===== config.mk =====
export PLATFORM = sky130hd
export DESIGN_NAME = conv_result_writer
export DESIGN_NICKNAME = d
export VERILOG_FILES = /design/src/rtl/conv_result_writer.sv
export SDC_FILE = /design/constraint.sdc
export NUM_CORES = 1
export LEC_CHECK = 0
export CORE_ASPECT_RATIO = 0.8
export CORE_MARGIN = 2
export CORE_UTILIZATION = 40
export DETAILED_ROUTE_END_ITERATION = 7
export HOLD_SLACK_MARGIN = 0.15
export MAX_ROUTING_LAYER = met4
export PLACE_DENSITY = 0.55
export SYNTH_ARGS = -nofsm -noshare
export SYNTH_HDL_FRONTEND = slang
export SYNTH_SLANG_ARGS = --single-unit

===== constraint.sdc =====
create_clock -name clk -period 6.8 [get_ports clk]
set_input_delay 2.04 -clock clk [delete_from_list [all_inputs] [get_ports clk]]
set_output_delay 2.04 -clock clk [all_outputs]
set_load 0.03 [all_outputs]

===== src/rtl/conv_result_writer.sv =====
// conv_result_writer
// -----------------------------------------------------------------------------
// Receiving end of the convolution filter's output stream. Each input beat
// carries four 8-bit result pixels. Beats are buffered in a small FIFO and then
// serialised into a 32768x8 result SRAM, one byte per cycle, at consecutive
// addresses starting at BASE_ADDR (wrapping modulo 32768). After NUM_PIXELS
// bytes have been written, a one-cycle done pulse is raised.
//
// Optional feature: define CONV_RESULT_CHECKSUM_EN to add a 16-bit checksum
// output holding the running sum (mod 65536) of every byte written this frame.
//
// Ports:
//   clk                 single clock, rising edge
//   rst_n               asynchronous active-low reset
//   start               one-cycle arm pulse, accepted only in IDLE
//   in_valid            beat strobe from the filter
//   in_pixel0..3        result lanes, lane 0 written first
//   sram_en / sram_wen  SRAM enable / write enable (both high on a write)
//   sram_addr[14:0]     SRAM address
//   sram_d[7:0]         SRAM write data
//   busy                high while collecting or draining a frame
//   done                one-cycle pulse after the last byte is written
//   overflow            sticky: a beat was dropped because the FIFO was full
//   checksum[15:0]      (CONV_RESULT_CHECKSUM_EN only) running byte sum
// -----------------------------------------------------------------------------
module conv_result_writer #(
  parameter int NUM_PIXELS = 16384,
  parameter int BASE_ADDR  = 0,
  parameter int FIFO_DEPTH = 4
) (
  input  logic        clk,
  input  logic        rst_n,
  input  logic        start,
  input  logic        in_valid,
  input  logic [7:0]  in_pixel0,
  input  logic [7:0]  in_pixel1,
  input  logic [7:0]  in_pixel2,
  input  logic [7:0]  in_pixel3,
  output logic        sram_en,
  output logic        sram_wen,
  output logic [14:0] sram_addr,
  output logic [7:0]  sram_d,
  output logic        busy,
  output logic        done,
  output logic        overflow
`ifdef CONV_RESULT_CHECKSUM_EN
  ,
  output logic [15:0] checksum
`endif
);

  localparam int          PW      = $clog2(FIFO_DEPTH);
  localparam logic [PW:0] DEPTH_C = (PW + 1)'(FIFO_DEPTH);
  localparam logic [15:0] PIX_C   = 16'(NUM_PIXELS);
  localparam logic [15:0] BEAT_C  = 16'(NUM_PIXELS / 4);
  localparam logic [14:0] BASE_C  = 15'(BASE_ADDR);

  typedef enum logic [1:0] {IDLE, COLLECT, DRAIN, DONE} state_e;

  state_e      state_q, state_d;
  logic [31:0] fifoMem [FIFO_DEPTH];
  logic [PW-1:0] wrPtr_q, wrPtr_d, rdPtr_q, rdPtr_d;
  logic [PW:0] count_q, count_d;
  logic        active_q, active_d;
  logic [1:0]  lane_q, lane_d;
  logic [15:0] beatCnt_q, beatCnt_d;
  logic [15:0] pixCnt_q, pixCnt_d;
  logic        en_q, en_d;
  logic [14:0] addr_q, addr_d;
  logic [7:0]  data_q, data_d;
  logic        busy_q, busy_d;
  logic        done_q, done_d;
  logic        ovf_q, ovf_d;

  logic [31:0] beatIn;
  logic        offer, push, pop, full;
  logic [PW:0] remain;
  logic        issue;
  logic [7:0]  issueByte;

  function automatic logic [7:0] laneByte(input logic [31:0] word, input logic [1:0] lane);
    return word[{lane, 3'b000} +: 8];
  endfunction

  assign beatIn = {in_pixel3, in_pixel2, in_pixel1, in_pixel0};
  // The entry being serialised stays in the FIFO until its lane 3 is on the
  // SRAM port; it is popped at the end of that cycle, which is what lets a
  // full FIFO still accept a beat in that same cycle.
  assign pop    = active_q && (lane_q == 2'd3);
  assign full   = (count_q == DEPTH_C);
  assign offer  = (state_q == COLLECT) && in_valid;
  assign push   = offer && (!full || pop);
  assign remain = count_q - (PW + 1)'(pop);

  // Serialiser: decides which byte goes onto the SRAM port next cycle. When no
  // entry is waiting, a beat arriving this cycle is forwarded straight to
  // lane 0 so the first byte appears one cycle after acceptance.
  always_comb begin
    active_d  = active_q;
    lane_d    = lane_q;
    issue     = 1'b0;
    issueByte = 8'd0;
    rdPtr_d   = rdPtr_q + PW'(pop);
    wrPtr_d   = wrPtr_q + PW'(push);
    count_d   = remain + (PW + 1)'(push);
    if (active_q && (lane_q != 2'd3)) begin
      lane_d    = lane_q + 2'd1;
      issue     = 1'b1;
      issueByte = laneByte(fifoMem[rdPtr_q], lane_q + 2'd1);
    end else if (remain != '0) begin
      active_d  = 1'b1;
      lane_d    = 2'd0;
      issue     = 1'b1;
      issueByte = fifoMem[rdPtr_d][7:0];
    end else if (push) begin
      active_d  = 1'b1;
      lane_d    = 2'd0;
      issue     = 1'b1;
      issueByte = in_pixel0;
    end else begin
      active_d  = 1'b0;
    end
  end

  // Frame FSM and registered SRAM/status outputs. The address is taken from
  // the pixel count before it increments, so pixel n lands at BASE_ADDR+n.
  always_comb begin
    state_d   = state_q;
    beatCnt_d = beatCnt_q;
    pixCnt_d  = pixCnt_q + 16'(issue);
    ovf_d     = ovf_q | (offer && !push);
    done_d    = 1'b0;
    en_d      = issue;
    addr_d    = issue ? (BASE_C + pixCnt_q[14:0]) : addr_q;
    data_d    = issue ? issueByte : data_q;
    unique case (state_q)
      IDLE: begin
        if (start) begin
          state_d   = COLLECT;
          beatCnt_d = 16'd0;
          pixCnt_d  = 16'd0;
          ovf_d     = 1'b0;
        end
      end
      COLLECT: begin
        if (push) begin
          beatCnt_d = beatCnt_q + 16'd1;
          if (beatCnt_q + 16'd1 == BEAT_C) state_d = DRAIN;
        end
      end
      DRAIN: begin
        if (pixCnt_q == PIX_C) begin
          state_d = DONE;
          done_d  = 1'b1;
        end
      end
      DONE: state_d = IDLE;
      default: state_d = IDLE;
    endcase
    busy_d = (state_d == COLLECT) || (state_d == DRAIN);
  end

  // FIFO storage carries data only; validity lives in the reset pointers.
  always_ff @(posedge clk) begin
    if (push) fifoMem[wrPtr_q] <= beatIn;
  end

  // State and output registers; reset abandons any frame in progress.
  always_ff @(posedge clk or negedge rst_n) begin
    if (!rst_n) begin
      state_q   <= IDLE;
      wrPtr_q   <= '0;
      rdPtr_q   <= '0;
      count_q   <= '0;
      active_q  <= 1'b0;
      lane_q    <= 2'd0;
      beatCnt_q <= 16'd0;
      pixCnt_q  <= 16'd0;
      en_q      <= 1'b0;
      addr_q    <= 15'd0;
      data_q    <= 8'd0;
      busy_q    <= 1'b0;
      done_q    <= 1'b0;
      ovf_q     <= 1'b0;
    end else begin
      state_q   <= state_d;
      wrPtr_q   <= wrPtr_d;
      rdPtr_q   <= rdPtr_d;
      count_q   <= count_d;
      active_q  <= active_d;
      lane_q    <= lane_d;
      beatCnt_q <= beatCnt_d;
      pixCnt_q  <= pixCnt_d;
      en_q      <= en_d;
      addr_q    <= addr_d;
      data_q    <= data_d;
      busy_q    <= busy_d;
      done_q    <= done_d;
      ovf_q     <= ovf_d;
    end
  end

  assign sram_en   = en_q;
  assign sram_wen  = en_q;
  assign sram_addr = addr_q;
  assign sram_d    = data_q;
  assign busy      = busy_q;
  assign done      = done_q;
  assign overflow  = ovf_q;

`ifdef CONV_RESULT_CHECKSUM_EN
  logic [15:0] checksum_q, checksum_d;

  // Running byte sum, accumulated as each write is issued.
  always_comb begin
    checksum_d = checksum_q;
    if ((state_q == IDLE) && start) checksum_d = 16'd0;
    else if (issue) checksum_d = checksum_q + {8'd0, issueByte};
  end

  always_ff @(posedge clk or negedge rst_n) begin
    if (!rst_n) checksum_q <= 16'd0;
    else checksum_q <= checksum_d;
  end

  assign checksum = checksum_q;
`endif

endmodule


=== Word level (Yosys, flattened, before mapping) ===
Memories as Yosys holds them, arrays and structs flattened.
Index checks and enable logic that the tools add are counted.

* Bits in registers: 71
* Bits in writable memories: 128
* Input port bits: 36
* Output and inout bits: 28
* Logic and storage cells: 74
* Memories: 1

{| class="wikitable"
|+ Memories
! memory !! depth !! bits a word !! rd ports !! clocked after memory_dff !! write ports !! line !! source
|-
| fifoMem || 4 || 32 || 2 || 0 || 1 || 61 || <nowiki>logic [31:0] fifoMem [FIFO_DEPTH];</nowiki>
|}

* Add/subtract/negate cells: 7
* Equality and inequality tests: 12
* Shift-type cells: 1
* Multiplexer cells: 24
* Bitwise logic cells: 1
* Reductions and logical operators: 14

{| class="wikitable"
|+ Operator list
! cell !! count
|-
| 2-to-1 mux 16 bit || 4
|-
| one-hot mux 16 bit (2 select lines) || 1
|-
| variable part select 32 x 6 -> 8 bit || 1
|-
| 2-to-1 mux 8 bit || 3
|-
| adder 16 x 1 -> 16 bit || 1
|-
| adder 16 x 1 -> 16 bit (second input constant) || 1
|-
| == test 16 x 13 -> 1 bit (second input constant) || 1
|-
| == test 16 x 15 -> 1 bit (second input constant) || 1
|-
| 2-to-1 mux 2 bit || 7
|-
| == test 2 bit (second input constant) || 4
|-
| 2-to-1 mux 1 bit || 8
|-
| one-hot mux 2 bit (4 select lines) || 1
|-
| != test 2 bit (second input constant) || 3
|-
| nonzero test 3 bit || 2
|-
| logical AND 1 bit || 5
|-
| adder 2 x 1 -> 2 bit || 2
|-
| == test 2 x 1 -> 1 bit (second input constant) || 2
|-
| adder 3 x 1 -> 3 bit || 1
|-
| == test 3 bit (second input constant) || 1
|-
| AND reduction 3 bit || 1
|-
| subtractor 3 x 1 -> 3 bit || 1
|-
| adder 2 x 1 -> 2 bit (second input constant) || 1
|-
| zero test 1 bit || 2
|-
| zero test 2 bit || 1
|-
| 3 further kinds || 4
|}

=== Longest topological paths before layout ===
Gate-level depths: netlist of the first run.

* Word-level depth: 10
* Gate-level depth with buffers: 17
* Depth with buffers taken out: 15

=== Least setup slack after synthesis of the first run ===
OpenSTA, ideal clock, no wires.

* Kind: input to register
* Start point: in in_valid
* End point: mem fifoMem[1][0] (enable)
* Library setup time: 0.468 ns
* Arrival: 5.113 ns
* Required time: 6.332 ns
* Setup slack: 1.219 ns
* Cell stages on the path: 5
* Path buffers: 2
* Path through: nand3b_1 -> a31o_2 -> buf_4 -> clkbuf_1 -> nor3b_1

* Word-level cells in the longest chain between the ends: 4

{| class="wikitable"
|+ Ends and longest elaborated chain
! item !! line !! source
|-
| from (decl) || 34 || <nowiki>input logic in_valid,</nowiki>
|-
| logical AND 1 bit || 91 || <nowiki>assign offer = (state_q == COLLECT) && in_valid;</nowiki>
|-
| logical AND 1 bit || 92 || <nowiki>assign push = offer && (!full || pop);</nowiki>
|-
| 2-to-1 mux 1 bit || 165 || <nowiki>if (push) fifoMem[wrPtr_q] <= beatIn;</nowiki>
|-
| 2-to-1 mux 1 bit (implied by the code) || 165 ||
|-
| to (decl) || 61 ||
|}

No other way between the ends.

=== Worst setup path in the final report of the first run ===
* Start point: in in_valid
* End point: reg pixCnt_q[14]

* Word-level cells in the longest chain between the ends: 8

{| class="wikitable"
|+ Ends and longest elaborated chain
! item !! line !! source
|-
| logical AND 1 bit * || 91 ||
|-
| logical AND 1 bit * || 92 ||
|-
| 2-to-1 mux 1 bit * || 115 || <nowiki>end else if (push) begin</nowiki>
|-
| 2-to-1 mux 1 bit * || 110 || <nowiki>end else if (remain != '0) begin</nowiki>
|-
| 2-to-1 mux 1 bit * || 106 || <nowiki>if (active_q && (lane_q != 2'd3)) begin</nowiki>
|-
| net en_d || 68 || <nowiki>logic en_q, en_d;</nowiki>
|-
| adder 16 x 1 -> 16 bit * || 130 || <nowiki>pixCnt_d = pixCnt_q + 16'(issue);</nowiki>
|-
| 2-to-1 mux 16 bit || 138 || <nowiki>if (start) begin</nowiki>
|-
| 2-to-1 mux 16 bit * || 136 || <nowiki>unique case (state_q)</nowiki>
|-
| net pixCnt_d[14] || 67 || <nowiki>logic [15:0] pixCnt_q, pixCnt_d;</nowiki>
|-
| to (signal assigned) || 193 || <nowiki>pixCnt_q <= pixCnt_d;</nowiki>
|-
| to (decl) || 67 ||
|}

The timed path passes the listed nets; every way through them passes the cells marked *.
A chain may end at the register's enable or synchronous reset.

==> results.json, run 1 <==
{
  "ys_ff_latch": 199,
  "post_cts_buffers": 0,
  "crit_slowest_cell": "a31o_2",
  "overflow": 0,
  "cp-start-kind": "input pin",
  "insertion_delay_ns": 0.43,
  "clk_pin_slew_worst_paths_ns": 0.08,
  "synthSimpleGateAreaFrac": 0.08682,
  "status": "complete, no violations",
  "rsz0062_at_grt": "false",
  "cp-end-kind": "register",
  "p_total_mw": 4.165,
  "synth_area_um2": 8661,
  "firstDrtPassIters": 4,
  "holdWs_ns": 0.4880,
  "fp.dieW_um": 168.5,
  "met1_length_mm": 8.245,
  "met3_length_um": 635,
  "critPathRequiredTime_ns": 7.16,
  "synth_async_sr_flop_share": 0.3568,
  "place_hpwl_mm": 10.83,
  "area_growth_pct": 16.66,
  "synth_compound_area_frac": 0.04999,
  "worst-setup-path-type": "in -> reg",
  "slew_headroom": 0.1874,
  "num_rows": 48,
  "die_h_um": 135.6,
  "synth_common_cells": "128 x edfxtp_1, 71 x dfrtp_1, 46 x nand2_1",
  "ys_types": 53,
  "max_freq_mhz": 210.6,
  "drt_iter0_markers": 334,
  "cts-hold-fix-buffers": 0,
  "worstMarginPinSlew_ns": 1.215,
  "ctsResizeCount": 0,
  "p_per_area_nw_per_um2": 412.3,
  "path_cells": "clkdlybuf4s50_1 -> nand3b_1 -> a31o_2 -> inv_2 -> nor4_4 -> buf_4 -> inv_1 -> ha_1 -> ha_1 -> and3_1 -> and3_1 -> nand3_1 -> xnor2_1 -> nor2b_1",
  "viasPerCell": 5.380,
  "grt_pass1_vias": 5064,
  "yosys_warnings": 0,
  "ir_worst_vdd_mv": 0.2890,
  "cap_violations": 0,
  "synth_edf_count": 128,
  "ant_nets": 0,
  "drive_gt1_frac": 0.1672,
  "route.met2.wl_mm": 8.256,
  "clock-sinks": 199,
  "min_path_type": "reg -> reg",
  "io_buffers": 63,
  "synth_flop_cell": "edfxtp_1",
  "cpPeakStageDelay_ns": 0.58,
  "setup_slack_ns": 2.052,
  "antenna_found_initial": 2,
  "cts_made_buffers": 17,
  "dp_slack_ns": 1.587,
  "final_util": 0.4726,
  "gp_congestion": 0.7517,
  "setup_violations": 0,
  "critPathMaxFanout": 28,
  "drcViolationCount": 0,
  "grt_pass1_wl_mm": 27.76,
  "dieArea_um2": 22850,
  "vias": 4804,
  "cp_data_arrival_time_ns": 5.11,
  "dr.max_layer_used": "met4",
  "finalClockSkew_ns": 0.01341,
  "h-tree-depth": 4,
  "track_usage": 0.1652,
  "synth_top_area_share": 0.4438,
  "ys_seq_area_frac": 0.6489,
  "period_minus_slack_ns": 4.748,
  "synthMuxAreaShare": 0.1517,
  "cts.path.max_buffers": 2,
  "cts_tree": "built",
  "synth_area_leader_cell": "edfxtp_1",
  "io_pins": 64,
  "tns_ns": 0,
  "total_leakage_power_nw": 3.705,
  "avgRoutedWirePerCell_um": 19.31,
  "synth.top_cells.by_area": "edfxtp_1 44%, dfrtp_1 21%, mux4_2 8.1%",
  "maxSlewViolCount": 0,
  "syn_avg_cell_area_um2": 15.92,
  "routed_wl_mm": 17.25,
  "finalNetCount": 649,
  "start_util": 0.4051,
  "root_buffer": "clkbuf_16",
  "syn_nets": 590,
  "yosysMostFrequentCell": "edfxtp_1",
  "hold_viol_final": 0,
  "core_area_um2": 21380,
  "synthAdderAreaFrac": 0.01445,
  "grt_max_degree": 72,
  "synth_xor_area_frac": 0.01921,
  "synth_top_family_by_area": "multiplexers",
  "finalCritPeriodShare": 0.6983,
  "syn_inst": 544
}
-- path summary, 6_finish.rpt --
| kind | from | cells past startpoint | slack, ns | endpoint |
|---|---|---|---|---|
| setup / recovery | in_valid | 14 | 2.05 | pixCnt_q[14]$_DFF_PN0_ |
| hold / removal | sram_addr[3]$_DFFE_PN0N_ | 2 | 0.49 | sram_addr[3]$_DFFE_PN0N_ |
| setup reg to reg | lane_q[0]$_DFFE_PN0P_ | 14 | 2.93 | pixCnt_q[14]$_DFF_PN0_ |
| hold reg to reg | sram_addr[3]$_DFFE_PN0N_ | 2 | 0.49 | sram_addr[3]$_DFFE_PN0N_ |
| max in group asynchronous | rst_n | 1 | 4.43 | rdPtr_q[1]$_DFF_PN0_ |
| min in group asynchronous | rst_n | 1 | 1.75 | sram_addr[9]$_DFFE_PN0N_ |
-- worst max-delay path: cells and delay by family --
kind,cells,cell delay (ns)
adder cells (fa/ha/maj),2,0.41
XOR/XNOR,1,0.11
AO/OA/AOI/OAI,1,0.58
buffers and inverters,4,0.91
AND/OR/NAND/NOR,6,1.05
-- state kept, by name (all words and copies together) (netlist names), 2 cells and up --
| name | flops |
|---|---|
| fifoMem | 128 |
| sram_addr | 15 |
| pixCnt_q | 16 |
| state_q | 2 |
| beatCnt_q | 16 |
| wrPtr_q | 2 |
| rdPtr_q | 2 |
| count_q | 3 |
| sram_d | 8 |
| lane_q | 2 |
-- area by class of cell --
cell class,instances,area (um2)
fillers,1841,11280
well taps,275,344.1
clock inverters,15,177.7
diodes,2,5.005
flip-flops and latches,199,5623
inverters,7,26.28
repair buffers,71,688.2
clock buffers,17,425.4
multi-input cells,307,2814
-- cells in the final DEF, fill, tap and decap left out, types with 2 or more instances in the layout --
cell	count
o31ai_1	7
mux4_2	31
buf_4	9
nor3b_2	2
clkdlybuf4s50_1	62
mux4_1	17
ha_1	10
clkinv_8	4
o32ai_1	2
dfrtp_1	69
clkbuf_16	17
nor2b_1	4
dfrtp_2	2
nand3b_1	2
inv_6	2
and3_1	15
nor2_1	34
clkinv_4	3
edfxtp_1	128
and4_1	6
inv_1	6
nor3_1	5
inv_8	4
a31oi_1	5
xor2_1	12
a21oi_1	9
nand2b_1	2
diode_2	2
nand4_1	10
a211o_1	2
o31ai_2	5
nand3_1	13
o21ai_0	26
nand2_1	46
nor4_1	2
xnor2_1	7
mux2_2	15
-- metal layers --
layer	global-route usage	up-vias
met3	0.04148	9
met1	0.2234	2471
met5	-	-
li1	-	2250
met2	0.2563	74
met4	0.03496	0
-- logic make-up (layout without fill, tap and decap cells) --
logic type / Yosys count / count (layout)
flip-flops: 199 / 199
AND/OR/NAND/NOR: 150 / 150
AO/OA/AOI/OAI: 65 / 65
multiplexers: 63 / 63
buffers and inverters: 38 / 110
XOR/XNOR: 19 / 19
adder cells (fa/ha/maj): 10 / 10
other: 0 / 2
-- where the power goes --
group	internal, mW	switching, mW	total [mW]
Sequential	1.58	0.258	1.84
Combinational	0.670	0.661	1.33
Clock	0.500	0.496	0.995
Total	2.75	1.42	4.17
-- stage by stage --
step,area (um2),std cells
after global placement,9495,859
after floorplan,8661,544
after detailed placement,9495,859
after CTS,10100,891
final,10100,893
after global routing,10100,893
Note: power is estimated with default switching activity, not from simulation.
==> run 2, diff against run 1 <==
==> constraint.sdc (replaced) <==
create_clock -name clk -period 4.5 [get_ports clk]
set_input_delay 1.35 -clock clk [delete_from_list [all_inputs] [get_ports clk]]
set_output_delay 1.35 -clock clk [all_outputs]
set_load 0.03 [all_outputs]
==> results.json, run 2 (same netlist as run 1, synthesis figures left out) <==
{
  "status": "complete, no violations",
  "cts_tree": "built",
  "drcViolationCount": 0,
  "track_usage": 0.1656,
  "cts.path.max_buffers": 2,
  "largest_register": "fifoMem",
  "finalNetCount": 656,
  "antenna_found_initial": 0,
  "slew_headroom": 0.3643,
  "die_h_um": 135.6,
  "period_minus_slack_ns": 3.264,
  "firstDrtPassIters": 4,
  "cts_made_buffers": 17,
  "grt_pass1_vias": 4922,
  "start_util": 0.4051,
  "avgRoutedWirePerCell_um": 19.49,
  "dp_slack_ns": 0.7628,
  "h-tree-depth": 4,
  "critPathMaxFanout": 6,
  "num_rows": 48,
  "fill_cells": 1856,
  "top_regs": "fifoMem x128, beatCnt_q x16, pixCnt_q x16",
  "rsz0062_at_grt": "false",
  "grt_pass1_wl_mm": 27.84,
  "io_pins": 64,
  "holdWs_ns": 0.5062,
  "dieArea_um2": 22850,
  "place_hpwl_mm": 11.10,
  "largest_reg_flops": 128,
  "max_freq_mhz": 306.4,
  "cp-start-kind": "input pin",
  "cp-end-kind": "register",
  "post_cts_buffers": 0,
  "final_cell_mix": "128 x edfxtp_1, 70 x dfrtp_1, 62 x clkdlybuf4s50_1, 46 x nand2_1, 34 x nor2_1",
  "area_growth_pct": 17.05,
  "clock-sinks": 199,
  "clk_pin_slew_worst_paths_ns": 0.08,
  "overflow": 0,
  "n_antenna_cell": 0,
  "ir_worst_vdd_mv": 0.2507,
  "cp_data_arrival_time_ns": 3.58,
  "tns_ns": 0,
  "maxSlewViolCount": 0,
  "hold_viol_final": 0,
  "finalCritPeriodShare": 0.7252,
  "routed_wl_mm": 17.50,
  "ant_nets": 0,
  "vias": 4844,
  "cts-hold-fix-buffers": 0,
  "core_area_um2": 21380,
  "total_leakage_power_nw": 3.726,
  "drt_iter0_markers": 322,
  "final_common_cell": "edfxtp_1",
  "fin_area_um2": 10140,
  "insertion_delay_ns": 0.43,
  "critPathRequiredTime_ns": 4.82,
  "p_per_area_nw_per_um2": 624.6,
  "drive_gt1_frac": 0.1734,
  "grt_max_degree": 72,
  "ctsResizeCount": 0,
  "cap_violations": 0,
  "worst-setup-path-type": "in -> reg",
  "root_buffer": "clkbuf_16",
  "finalClockSkew_ns": 0.01307,
  "placedInstanceArea_um2": 9577,
  "setup_violations": 0,
  "gp_congestion": 0.7436,
  "worstMarginPinSlew_ns": 0.9535,
  "setup_slack_ns": 1.236,
  "fp.dieW_um": 168.5,
  "io_buffers": 63,
  "min_path_type": "reg -> reg",
  "viasPerCell": 5.394
}
[run 2: cell types whose count changed in the layout (fill, tap and decap cells not counted), sizes merged]
cell / delta
clkinv: -3
inv: +1
diode: -2
clkinvlp: +2
buf: +7
[run 2: path summary, 6_finish.rpt]
check                                    startpoint                        to  slack, ns  cells after the start
hold / removal             sram_addr[2]$_DFFE_PN0N_  sram_addr[2]$_DFFE_PN0N_       0.51                      1
setup / recovery                           in_valid    pixCnt_q[14]$_DFF_PN0_       1.24                     13
setup reg to reg              lane_q[0]$_DFFE_PN0P_    pixCnt_q[14]$_DFF_PN0_       1.55                     15
max in group asynchronous                     rst_n      rdPtr_q[0]$_DFF_PN0_       2.79                      1
hold reg to reg            sram_addr[2]$_DFFE_PN0N_  sram_addr[2]$_DFFE_PN0N_       0.51                      1
min in group asynchronous                     rst_n     pixCnt_q[8]$_DFF_PN0_       1.06                      1
[run 2: stage by stage]
stage | util | power (mW) | cells
final | 0.4741 | 6.332 | 898
after detailed placement | 0.4479 | 4.955 | 866
after floorplan | - | 4.258 | 544
after global placement | 0.4479 | 4.923 | 866
after global routing | 0.4741 | 6.688 | 898
after CTS | 0.4741 | 6.424 | 898
[run 2: layout make-up]
cell class	instances	area [um2]	area share
multi-input cells	307	2831	0.2793
inverters	7	26.28	0.002592
clock buffers	17	425.4	0.04197
clock inverters	15	135.1	0.01333
flip-flops and latches	199	5622	0.5546
repair buffers	78	753.2	0.07430
well taps	275	344.1	0.03394
[run 2: power breakdown]
group          internal, mW  total [mW]  switching (mW)
registers              2.39        2.71           0.322
clock network         0.731        1.45           0.716
logic                  1.06        2.17            1.11
total                  4.18        6.33            2.15
[run 2: per-layer routing]
metal | global-route usage | share of wire | up-vias
met4 | 0.03879 | 0.0070 | 0
met2 | 0.2604 | 0.49 | 93
met3 | 0.03097 | 0.042 | 8
met5 | - | 0 | -
li1 | - | - | 2254
met1 | 0.2263 | 0.46 | 2489
[run 2: worst max-delay path: stages]
cell and delay (ns):
clkdlybuf4s50_1 0.45, nand3b_1 0.10, a31o_2 0.24, inv_2 0.13, nor4_4 0.07, inv_1 0.09, ha_1 0.16, ha_1 0.18
and3_1 0.29, and3_1 0.18, nand3_1 0.09, xnor2_1 0.13, nor2b_1 0.12
==> RTL change 1, RTL diff (config.mk and constraints of run 2) <==
The 4 states of `state_e` get a one-hot encoding in 4 bits.
--- a/src/rtl/conv_result_writer.sv
+++ b/src/rtl/conv_result_writer.sv
@@ -55,7 +55,7 @@
   localparam logic [15:0] BEAT_C  = 16'(NUM_PIXELS / 4);
   localparam logic [14:0] BASE_C  = 15'(BASE_ADDR);
 
-  typedef enum logic [1:0] {IDLE, COLLECT, DRAIN, DONE} state_e;
+  typedef enum logic [3:0] {IDLE = 4'b0001, COLLECT = 4'b0010, DRAIN = 4'b0100, DONE = 4'b1000} state_e;
 
   state_e      state_q, state_d;
   logic [31:0] fifoMem [FIFO_DEPTH];
Behaviour: no difference found for any inputs over 10 cycles, from zero or initial values and one cycle with rst_n low; not proved beyond that.
==> RTL change 1 against run 2 <==
- sequential cell count increased by 2
- global-route usage increased by 0.12 points
- register-to-register slack got worse by 0.55 ns
- routed wire length increased by 2.3%
- critical endpoint is now beatCnt_q[12]
- critical path depth decreased by 5
- worst setup slack got worse by 0.24 ns
- cell area increased by 2.8%
- area after synthesis decreased by 0.22%
- power decreased by 1.7%
==> RTL change 1: results <==
group,metric,value,unit
power_and_ir_drop,power_leakage,3.854,nW
synthesis,synth.top_cells.by_area,"edfxtp_1 44%, dfrtp_1 21%, mux4_2 13%",
place,dp_slack,0.8141,ns
synthesis,synthCells,562,
clock_network,h-tree-depth,1,
critical_path,slowest_delay,0.69,ns
synthesis,syn-num-nets,609,
route,vias,5028,
synthesis,yosysSeqAreaShare,0.6563,
power_and_ir_drop,p_seq,2.46,mW
global_routing,grt_start_max_net_pins,74,
critical_path,startpoint,"lane_q[0]",
route,totalWireLength,17.89,mm
global_routing,use_met2,0.2497,
clock_network,clkTransAtPathRegs,0.06,ns
place,gp_congestion,0.8399,
critical_path,crit_end,"beatCnt_q[12]",
place,dpl_cell_area,9625,um^2
cells_and_area,fin_cells,924,
critical_path,crit_path_top_delay_cell,"nor2_1",
hold_path,holdCritStartpoint,"sram_addr[4]",
cells_and_area,nFillCells,1822,
route,first_pass_iters,6,
outcome,status,"finished clean",
cells_and_area,nets,680,
critical_path,reg2regPathDepth,8,
place,dp_cells,884,
clock_network,clockBufferDepth,3,
place,dpl.hpwl,11.49,mm
global_routing,met1_usage,0.2449,
route,routed-wl-met3,765,um
critical_path,critPathArrivalTime,3.90,ns
global_routing,use_met3,0.02629,
power_and_ir_drop,p_comb,1.85,mW
timing,whs,0.5055,ns
route,wirelength_met1,8.659,mm
global_routing,grtUsageTotal,0.1668,
cells_and_area,drive_gt1_frac,0.1972,
route,wl_met2,8.171,mm
critical_path,path_max_fanout,23,
global_routing,grt_pass1_wl,28.71,mm
power_and_ir_drop,vdd_ir_drop_max,322.8,uV
synthesis,yosys-top-cells-count,"128 x edfxtp_1, 72 x dfrtp_1, 48 x mux4_2",
route,drt_iter0_markers,316,
clock_network,cts_made_buffers,22,
hold_path,min_to,"sram_addr[4]",
RTL change 1: cell types whose count changed after synthesis, moves of 4 or more:
cell             run 2  this run
o31ai_1              7        12
nand4_1             10        14
buf_1                1         5
mux4_2              31        48
and4_1               6         1
mux4_1              17         0
clkbuf_8             4         0
nor4_1               2         6
o31ai_2              5         0
or3_1                0         5
RTL change 1: cell families after synthesis:
group | share of synthesized area
flops | 0.6563
simple gates | 0.09816
mux | 0.1470
compound gates | 0.04170
buf+inv | 0.02172
xor+xnor | 0.01926
fa+ha+maj | 0.01593
RTL change 1: layout make-up:
type                            instances  area, um^2  area share
Inverter                               10       37.54    0.003603
Clock inverter                          9       125.1     0.01201
Tap cell                              275       344.1     0.03303
Timing Repair Buffer                   78       753.2     0.07230
Multi-Input combinational cell        320        2818      0.2704
Clock buffer                           31       668.1     0.06413
Sequential cell                       201        5673      0.5445
==> RTL change 2, RTL diff (flow settings as in run 2) <==
Without the edit above. `FIFO_DEPTH`: 4 -> 2.
--- a/src/rtl/conv_result_writer.sv
+++ b/src/rtl/conv_result_writer.sv
@@ -26,7 +26,7 @@
 module conv_result_writer #(
   parameter int NUM_PIXELS = 16384,
   parameter int BASE_ADDR  = 0,
-  parameter int FIFO_DEPTH = 4
+  parameter int FIFO_DEPTH = 2
 ) (
   input  logic        clk,
   input  logic        rst_n,
Formal check against the unedited RTL: not equivalent (Yosys sat finds a counterexample within 10 cycles, from zero or initial values and one cycle with rst_n low).
==> RTL change 2 against run 2 <==
- worst setup slack got worse by 0.080 ns
- utilization increased by 3.4 points
- critical endpoint is now pixCnt_q[15]
- area after synthesis decreased by 32%
- power decreased by 24%
- first-iteration DRC count decreased by 20%
- sequential cell count decreased by 67
- highest routed layer unchanged
- routed wire length decreased by 27%
- cell area decreased by 28%
- largest cell class unchanged
- critical path depth decreased by 1
==> RTL change 2: results <==
group,metric,value,unit
outcome,status,"finished clean",
critical_path,crit_end,"pixCnt_q[15]",
power_and_ir_drop,vdd_ir_drop_max,339.4,uV
synthesis,async_reset_ff_frac,0.5152,
synthesis,ys_types,56,
place,dp_slack,0.7933,ns
synthesis,synth.top_cells.by_area,"edfxtp_1 32%, dfrtp_1 29%, mux4_2 6.1%",
critical_path,reg2regPathDepth,12,
synthesis,synth-edff-count,64,
synthesis,synthFlopType,"dfrtp_1",
critical_path,critPathArrivalTime,3.68,ns
route,drt_iter0_markers,258,
critical_path,startpoint,"lane_q[0]",
clock_network,clkTransAtPathRegs,0.06,ns
critical_path,path_max_fanout,10,
timing,finClkSkew,0.008337,ns
route,vias,3851,
synthesis,synth_xor_area_frac,0.02490,
synthesis,synth_compound_gate_area_share,0.08398,
synthesis,syn-num-nets,497,
cells_and_area,nFillCells,1234,
global_routing,grt_pass1_wl,20.91,mm
global_routing,grtUsageTotal,0.1773,
synthesis,synthMuxAreaShare,0.1097,
cells_and_area,top_regs,"fifoMem (64), beatCnt_q (16), pixCnt_q (16)",
timing,slew_headroom,0.3807,
power_and_ir_drop,power_leakage,2.825,nW
synthesis,yosys-top-cells-count,"68 x dfrtp_1, 64 x edfxtp_1, 44 x nand2_1",
place,dpl.hpwl,8.119,mm
global_routing,grt_start_max_net_pins,42,
global_routing,grt_pass1_vias,3999,
route,totalWireLength,12.71,mm
==> RTL change 2: worst min-delay path by stage <==
stage                     cells after the start            end  slack, ns     startpoint
final                                         2  sram_addr[10]       0.49  sram_addr[10]
after detailed placement                      2      lane_q[1]       0.48      lane_q[1]
after CTS                                     2      lane_q[1]       0.49      lane_q[1]
after global routing                          2      lane_q[1]       0.51      lane_q[1]
after global placement                        2      lane_q[1]       0.47      lane_q[1]
after floorplan                               2      lane_q[1]       0.45      lane_q[1]
==> RTL change 2: per-layer routing <==
layer / global-route usage / wire length [um] / up-vias
li1: - / - / 1824
met1: 0.2420 / 6305 / 1941
met2: 0.2608 / 5863 / 72
met3: 0.04317 / 396 / 14
met4: 0.06465 / 146 / 0
met5: - / 0 / -
==> RTL change 2: worst max-delay path, stage by stage (launching register included) <==
cell,delay [ns]
dfrtp_1,0.38
ha_1,0.20
and2_1,0.21
ha_1,0.21
xnor2_1,0.15
and2_1,0.33
and3_1,0.28
inv_1,0.10
ha_1,0.20
and4_1,0.28
or3b_4,0.42
or3_1,0.35
a21oi_1,0.15
==> RTL change 2: where the power goes <==
group	internal (mW)	leakage (nW)	switching [mW]
clock	0.823	0.286	0.542
sequential	1.60	1.47	0.183
combinational	0.722	1.07	0.945
==> RTL change 2: metrics by stage <==
step                      cell area (um^2)    util  power [mW]  std cells
after floorplan                       5929       -       2.959        452
after global placement                6726  0.4673       3.458        684
after detailed placement              6726  0.4673       3.478        684
after CTS                             7310  0.5078       4.870        716
after global routing                  7310  0.5078       5.098        716
final                                 7310  0.5078       4.812        716
==> RTL change 2: cells by family (layout without fill, tap and decap cells) <==
group / count (synthesis) / after routing
multiplexers: 43 / 43
adder cells (fa/ha/maj): 9 / 9
AO/OA/AOI/OAI: 80 / 80
XOR/XNOR: 16 / 16
flip-flops: 132 / 132
buffers and inverters: 39 / 119
AND/OR/NAND/NOR: 133 / 133
==> RTL change 2: cell type report <==
| class | count | share of cell area |
|---|---|---|
| repair buffers | 72 | 0.09483 |
| clock buffers | 18 | 0.05871 |
| multi-input cells | 281 | 0.2905 |
| flip-flops and latches | 132 | 0.4957 |
| well taps | 184 | 0.03150 |
| inverters | 15 | 0.007703 |
| clock inverters | 14 | 0.02105 |
